<file path="src/rtl/aes_result_serializer.sv">
// Captures one DATA_W-bit result from busR and emits it as NWORDS words, MSB word first.
// Optional build macro AES_RESULT_BYTE_SWAP_EN byte-reverses each output word.
module aes_result_serializer #(
  parameter int unsigned DATA_W = 128,
  parameter int unsigned WORD_W = 32
) (
  input  logic              clk,
  input  logic              rst,
  input  logic [DATA_W-1:0] busR,
  input  logic              busR_valid,
  output logic              busR_ready,
  output logic [WORD_W-1:0] word_out,
  output logic              word_valid,
  input  logic              word_ready,
  output logic              word_last,
  output logic              busy
);

  localparam int unsigned NWORDS = DATA_W / WORD_W;
  localparam int unsigned CNT_W  = (NWORDS > 1) ? $clog2(NWORDS) : 1;
  localparam logic [CNT_W-1:0] LAST_IDX = CNT_W'(NWORDS - 1);

  typedef enum logic {
    EMPTY = 1'b0,
    SEND  = 1'b1
  } state_t;

  state_t            state;
  logic [CNT_W-1:0]  idx;
  logic [DATA_W-1:0] hold;
  logic [WORD_W-1:0] word_sel;
  logic              capture;
  logic              xfer;
  logic              at_last;

  assign at_last    = (idx == LAST_IDX);
  // Accept a new block when idle, or in the same cycle the final word leaves.
  assign busR_ready = (state == EMPTY) || ((state == SEND) && at_last && word_ready);
  assign capture    = busR_valid && busR_ready;
  assign xfer       = word_valid && word_ready;

  always_ff @(posedge clk) begin
    if (rst) begin
      state      <= EMPTY;
      idx        <= '0;
      hold       <= '0;
      word_valid <= 1'b0;
      word_last  <= 1'b0;
      busy       <= 1'b0;
    end else if (capture) begin
      state      <= SEND;
      idx        <= '0;
      hold       <= busR;
      word_valid <= 1'b1;
      word_last  <= (LAST_IDX == '0);
      busy       <= 1'b1;
    end else if (xfer) begin
      if (at_last) begin
        state      <= EMPTY;
        word_valid <= 1'b0;
        word_last  <= 1'b0;
        busy       <= 1'b0;
      end else begin
        idx       <= CNT_W'(idx + 1'b1);
        word_last <= (CNT_W'(idx + 1'b1) == LAST_IDX);
      end
    end
  end

  // Select word idx, counting from the most-significant end of hold.
  always_comb begin
    word_sel = '0;
    for (int unsigned i = 0; i < NWORDS; i++) begin
      if (idx == CNT_W'(i)) begin
        word_sel = hold[DATA_W-1-i*WORD_W -: WORD_W];
      end
    end
  end

`ifdef AES_RESULT_BYTE_SWAP_EN
  // Reverse byte lanes so AES state bytes arrive little-endian at the core.
  always_comb begin
    word_out = '0;
    for (int unsigned b = 0; b < WORD_W / 8; b++) begin
      word_out[b*8 +: 8] = word_sel[WORD_W-1-b*8 -: 8];
    end
  end
`else
  assign word_out = word_sel;
`endif

endmodule

</file>
<file path="config.mk">
export PLATFORM = sky130hd
export DESIGN_NAME = aes_result_serializer
export DESIGN_NICKNAME = d
export VERILOG_FILES = /design/src/rtl/aes_result_serializer.sv
export SDC_FILE = /design/constraint.sdc
export NUM_CORES = 1
export LEC_CHECK = 0
export CAP_MARGIN = 20
export CORE_UTILIZATION = 50
export DETAILED_ROUTE_END_ITERATION = 16
export PLACE_DENSITY = 0.91
export SYNTH_ARGS = -nofsm -noshare
export SYNTH_HDL_FRONTEND = slang
export SYNTH_SLANG_ARGS = --single-unit
</file>
<file path="constraint.sdc">
create_clock -name clk -period 2.5 [get_ports clk]
set_clock_uncertainty 0.2 [all_clocks]
set_input_delay 0.75 -clock clk [delete_from_list [all_inputs] [get_ports clk]]
set_output_delay 0.75 -clock clk [all_outputs]
set_load 0.01 [all_outputs]
</file>
; ---- Yosys cells after proc, flatten, opt, wreduce, memory -nomap -nowiden
; Cells that the tools add are included.
[totals]
reg_bits = 132
in_bits = 132
output_inout_bits = 36
elab_cells = 30
[classes]
n_addsub = 1
n_eq_ne = 4
muxes = 8
bitwise_logic = 2
reduce_logical = 11
[op_table]
columns = operator, count
row1 = $mux W32, 4
row2 = $eq A2 B2 Y1 const B, 3
row3 = $logic_and A1 B1 Y1, 4
row4 = $mux W1, 4
row5 = $reduce_and A2 Y1, 2
row6 = $reduce_bool A2 Y1, 2
row7 = $add A2 B1 Y2 const B, 1
row8 = $eq A2 B1 Y1 const B, 1
row9 = $logic_not A2 Y1, 1
row10 = $not A1 Y1, 2
row11 = $reduce_or A2 Y1, 1
row12 = $logic_or A1 B1 Y1, 1

; ---- Logic depth before layout (Yosys ltp)
; Gate-level depths: netlist of the first run.
[logic_depth]
word_depth = 7
depth_mapped = 7
mapped_depth_nobuf = 5

; ---- Worst setup path after synthesis of the first run
; Ideal clock, no wire load.
[synth_path]
kind = reg2out
start = register idx[0]
end = output port word_out[10]
arrival_ns = 1.360
required_time_ns = 1.550
slack_ns = 0.190
path_stages_with_launch = 8
n_path_buf = 2
path_cell_list = dfxtp_1 -> inv_1 -> ha_1 -> buf_2 -> buf_1 -> a21oi_1 -> o21ai_0 -> a22o_1
[synth_via]
elab_chain_len = 5
elab_cells_between_ends = 8
classes_between = 3 x eq/ne / 4 x mux / 1 x reduce/logical
[synth_lines]
columns = item, line_no
row1 = from (decl), 29  ; logic [CNT_W-1:0] idx;
row2 = from (signal assigned), 64  ; idx <= CNT_W'(idx + 1'b1);
row3 = $logic_not A2 Y1, 74  ; if (idx == CNT_W'(i)) begin
row4 = $mux W32 (3 in series), 74
row5 = $mux W32 *, 74
row6 = to (decl), 12  ; output logic [WORD_W-1:0] word_out,
; Every way passes the cells marked *; elsewhere a longest branch is shown, timed or not.

; ---- Final worst setup path of the first run
[layout_path]
start = register idx[1]
end = output port word_out[30]
; The elaborated chain is that of the path after synthesis.

==> results of run 1 <==
## flip-flops by register name, summed over array words and instances (netlist names)
signal	flops
hold	128
idx	2
state	1
word_last	1
## per-layer routing
metal	global-route usage, %	vias up
met3	6.51	21
met1	30.2	2777
met5	0	-
li1	-	2929
met4	8.10	0
met2	42.5	159
## cells in the mapped netlist (all sizes together)
master,number,area (sq um)
a21boi,1,11.3
a21oi,64,320
a22o,32,280
buf,27,193
clkbuf,42,158
dfxtp,132,2640
ha,4,50.1
inv,35,131
mux2i,130,1300
nand2,33,124
nand2b,256,1600
nand3b,1,7.51
nor2,2,7.51
nor2b,1,6.26
nor3,3,15.0
o21ai,32,160
xnor2,1,8.76
## path summary, 6_finish.rpt
| path | cells after the start | end | startpoint |
|---|---|---|---|
| max | 7 | word_out[30] | idx[1]$_SDFFE_PP0P_ |
| min | 2 | hold[109]$_SDFFE_PP0P_ | hold[109]$_SDFFE_PP0P_ |
| max reg2reg | 9 | hold[123]$_SDFFE_PP0P_ | idx[1]$_SDFFE_PP0P_ |
| min reg2reg | 2 | hold[109]$_SDFFE_PP0P_ | hold[109]$_SDFFE_PP0P_ |
## final cells by class
cell class	instances	area [sq um]	area share [%]
clock inverter	9	80.1	0.819
sequential	132	2650	27.1
inverter	35	136	1.40
tap	176	220	2.25
clock buffer	22	474	4.85
timing repair buffer	209	2150	22.0
multi-input combinational	560	4060	41.5
## cell families after synthesis
kind of cell | share of synthesized area [%]
AOI/OAI and AO/OA | 11.0
adders and majority gates | 0.713
buffers and inverters | 6.86
xor gates and xnor gates | 0.125
DFF | 37.7
muxes | 18.5
and+or+nand+nor | 25.1
## report_power, final
group	switching (mW)	internal, mW
registers	0.0775	2.24
clock network	0.908	1.43
logic	0.388	0.553
total	1.37	4.22
## metrics by stage
step	worst slack [ns]	setup TNS (ns)	power [mW]	instance area [sq um]
6_report	-0.264	-7.03	5.59	9770
2_1_floorplan	0.190	0	2.83	7020
4_1_cts	-0.392	-8.20	5.61	9680
3_3_place_gp	-0.330	-6.17	3.26	9070
3_5_place_dp	-0.349	-7.63	3.29	9070
5_1_grt	-0.324	-9.27	5.80	9770
## worst register-to-register path, cell delays in order (launching register included)
cell      delay, ns
dfxtp_4        0.38
buf_4          0.13
ha_4           0.20
buf_6          0.14
a21boi_2       0.06
buf_4          0.14
nor2b_4        0.17
buf_12         0.20
buf_4          0.17
mux2i_1        0.21
## what timing repair did
action                     CTS  global route
buffers inserted             1             2
resized for setup          183            32
hold endpoints to repair     0             0
cloned                       3             2
pin swaps                    2             2
setup endpoints to repair   33            33
==> impl_metrics.toml, run 1 <==
[layout]
antenna_cells = 0
final_cell_mix = "nand2b_1, clkdlybuf4s50_1, mux2i_1, dfxtp_1, a21oi_1"
drive_gt1_share_pct = 14.6
final_common_cell = "nand2b_1"
fill_cells = 964
syn2layout_area_growth_pct = 39.2
nNetsFinal = 1091
stdcell_count = 1143
post-route-util_pct = 72.6

[global_routing]
grt_pass1_vias = 5885
grt_start_max_net_pins = 88
grt_pass1_wl_um = 28200
grt_overflow = 0
antenna_found_initial = 0
groute.usage.overall_pct = 24.9

[logic_synthesis]
synth_nets = 932
syn_avg_cell_area_sq_um = 8.82
syn_area_sq_mm = 0.00702
synth_seq_area_share_pct = 37.7
yosysWarnings = 0
synth_cells = 796
synth-seq-cells = 132
yosysUniqueCellTypes = 20

[cts]
cts_buffers = 17
cts_tree = "built"
cts_hold_buffers = 0
path_clk_slew_ns = 0.06
htreeDepth = 4
cts_sinks = 132
root_buffer = "clkbuf_16"
clockBufferDepth = 2
clkLatencyLatePin_ns = 0.42

[routing]
highest_layer = "met4"
postRouteWirelength_um = 18000
wl_per_cell_um = 15.7
wl_met2_um = 8990
ant_nets = 0
met1_length_um = 7950
met3WireLength_um = 792
first_pass_iters = 4
via_count = 5886
drc = 0
detail_route.iter0.violations = 406
routed_via_density = 5.15

[place]
portBuffers = 167
hpwl_um = 11500
gp_congestion = 0.820
dp_cells = 1105

[run]
cap_violations = 0

[timing]
timing.final.crit_share_pct = 111
worstMarginPinSlew_ns = 0.386
hold_viol_final = 0
worst_slack_ns = -0.264
slew_viol_final = 0
relSlewSlack_pct = 74.3
setup_viol = 33
rsz0062_at_grt = "yes"
hold_slack_ns = 0.272
max_freq_mhz = 362
post-route-min-period_ns = 2.76

[floorplan]
fp.dieW_um = 120
die_y_um = 120
core-area_sq_mm = 0.0135
die_area_sq_mm = 0.0145
fp-row-count = 42
ios = 168
initial_core_util_pct = 52.2

[power]
p_per_area_mw_per_mm2 = 572
power_leakage_nw = 3.85
peakVddDrop_mv = 0.494

[worst_setup_path]
crit_fanout = 32
path_buf_inv = 3
r2r_slack_ns = 0.43
path_class = "reg -> out"
worst_setup_path_end_kind = "primary output"
arrival_ns = 1.81
worst_ep_required_time_ns = 1.55
start_kind = "flop"
critPathTopFamily = "compound AO/OA/AOI/OAI gates"
crit_path_max_incr_delay_ns = 0.38
crit_path_top_delay_cell = "dfxtp_4"
cp_cell_sequence = "inv_4 > ha_4 > buf_12 > a21oi_1 > o21ai_1 > a22o_1 > buf_2"

[min_path]
hold_class = "reg -> reg"

[run_status]
violations = "negative setup slack"
outcome = "finished with violations"
Note: power is estimated with default switching activity, not from simulation.
==> inputs of run 2 (changes only) <==
SKIP_LAST_GASP = 1   (was unset)
==> run 2 against run 1 <==
The flow still finishes with violations (negative setup slack). Die area did not move. Via count rose by 1.3%. Combinational power rose by 3.4%. Wire length rose by 2.7%. Critical endpoint is now word_out[17]. Highest routed layer unchanged.
==> impl_metrics.toml, run 2 (synthesis results as in run 1) <==
[timing]
hold_viol_final = 0
setup_viol = 33
worstMarginPinSlew_ns = 0.387
worst_slack_ns = -0.302
timing.final.crit_share_pct = 112
post-route-min-period_ns = 2.80
max_freq_mhz = 357
rsz0062_at_grt = "yes"
slew_viol_final = 0
relSlewSlack_pct = 74.2

[worst_setup_path]
path_buf_inv = 3
r2r_slack_ns = 0.36
crit_path_top_delay_cell = "dfxtp_4"
reg2reg_depth = 9
crit_path_max_incr_delay_ns = 0.39
critPathTopFamily = "compound AO/OA/AOI/OAI gates"
rr_endpoint = "hold[123]$_SDFFE_PP0P_"
crit_fanout = 8
crit_start = "idx[1]$_SDFFE_PP0P_"
endpoint = "word_out[17]"
worst_ep_required_time_ns = 1.55
start_kind = "flop"
arrival_ns = 1.85
timing.rr.start = "idx[1]$_SDFFE_PP0P_"
crit_cells = 7
worst_setup_path_end_kind = "primary output"
cp_cell_sequence = "inv_4 > ha_4 > buf_12 > a21oi_2 > o21ai_2 > a22o_1 > buf_2"
path_class = "reg -> out"

[routing]
ant_nets = 0
first_pass_iters = 4
postRouteWirelength_um = 18500
drc = 0
via_count = 5960
detail_route.iter0.violations = 469
routed_via_density = 5.19
wl_per_cell_um = 16.1

[floorplan]
die_area_sq_mm = 0.0145
ios = 168
initial_core_util_pct = 52.2
core-area_sq_mm = 0.0135
fp-row-count = 42
fp.dieW_um = 120
die_y_um = 120

[global_routing]
antenna_found_initial = 0
grt_overflow = 0
grt_use_met3_pct = 6.51
use_met1_pct = 30.3
met2_usage_pct = 41.9
grt_pass1_vias = 5900
grt.busiest_layer = "met2"
groute.usage.overall_pct = 24.8
grt_pass1_wl_um = 28200
grt_start_max_net_pins = 88

[layout]
drive_gt1_share_pct = 16.5
nNetsFinal = 1097
top_regs = "hold x128, idx x2"
syn2layout_area_growth_pct = 41.8
regMostFlops = "hold"
final_cell_mix = "nand2b_1, clkdlybuf4s50_1, mux2i_1, dfxtp_1"
post-route-util_pct = 74.0
final_common_cell = "nand2b_1"
largest_reg_flops = 128
antenna_cells = 0

[power]
power_leakage_nw = 3.92
peakVddDrop_mv = 0.507
p_total_mw = 5.63
p_per_area_mw_per_mm2 = 565

[cts]
cts_sinks = 132
root_buffer = "clkbuf_16"
path_clk_slew_ns = 0.06
htreeDepth = 4
cts_buffers = 17
cts_tree = "built"
clkLatencyLatePin_ns = 0.42
cts_hold_buffers = 0
clockBufferDepth = 2

[place]
gp_congestion = 0.820
portBuffers = 167
hpwl_um = 11500

[run_status]
violations = "negative setup slack"
outcome = "finished with violations"

[min_path]
hold_class = "reg -> reg"

[run]
cap_violations = 0
run 2: cell count changes in the layout (fill, tap and decap cells not counted), moves of 4 or more:
cell	delta
a21oi_1	-8
a21oi_2	+4
a21oi_4	+4
buf_2	-9
clkbuf_2	+9
o21ai_1	-8
o21ai_2	+7
run 2: repair_timing:
action,4_1_cts,5_1_grt
pin swaps,2,19
setup buffers,1,4
endpoints found under the hold margin,0,0
setup endpoints to repair,33,33
cloned,3,6
gates resized for setup,96,121
run 2: area by class of cell:
class / count / area [sq um]
flip-flops and latches: 132 / 2650
repair buffers: 215 / 2260
fillers: 936 / 3500
clock inverters: 9 / 80.1
clock buffers: 22 / 474
well taps: 176 / 220
inverters: 35 / 136
multi-input cells: 560 / 4130
run 2: where the power goes:
part           total, mW  switching, mW  internal, mW
Combinational      0.972          0.401         0.571
Clock               2.34          0.906          1.43
Sequential          2.32         0.0815          2.24
Total               5.63           1.39          4.24
run 2: worst min path at each step:
stage | from | end | slack [ns] | cells past startpoint
floorplan | hold[32]$_SDFFE_PP0P_ | hold[32]$_SDFFE_PP0P_ | 0.25 | 2
global placement | hold[117]$_SDFFE_PP0P_ | hold[117]$_SDFFE_PP0P_ | 0.26 | 2
detailed placement | hold[77]$_SDFFE_PP0P_ | hold[77]$_SDFFE_PP0P_ | 0.26 | 2
CTS | hold[2]$_SDFFE_PP0P_ | hold[2]$_SDFFE_PP0P_ | 0.27 | 2
global route | hold[47]$_SDFFE_PP0P_ | hold[47]$_SDFFE_PP0P_ | 0.29 | 2
finish | hold[109]$_SDFFE_PP0P_ | hold[109]$_SDFFE_PP0P_ | 0.27 | 2
run 2: tightest hold or removal path, stage by stage (launching register included):
cell and delay, ns:
dfxtp_1 0.31, nand2b_1 0.06, mux2i_1 0.05
run 2: metrics by stage:
stage	hold slack, ns	area [sq um]	cells	setup TNS, ns	setup WS [ns]
finish	0.272	9950	1149	-8.30	-0.302
global route	0.287	9950	1149	-10.56	-0.355
CTS	0.274	9770	1140	-12.19	-0.416
detailed placement	0.261	9070	1105	-7.63	-0.349
global placement	0.258	9070	1105	-6.17	-0.330
floorplan	0.249	7020	796	0	0.190
run 2: per-layer routing:
layer,vias to the layer above,part of all wire (%)
met1,2784,44
met5,-,0
li1,2948,-
met4,0,2.0
met3,30,5.6
met2,198,48
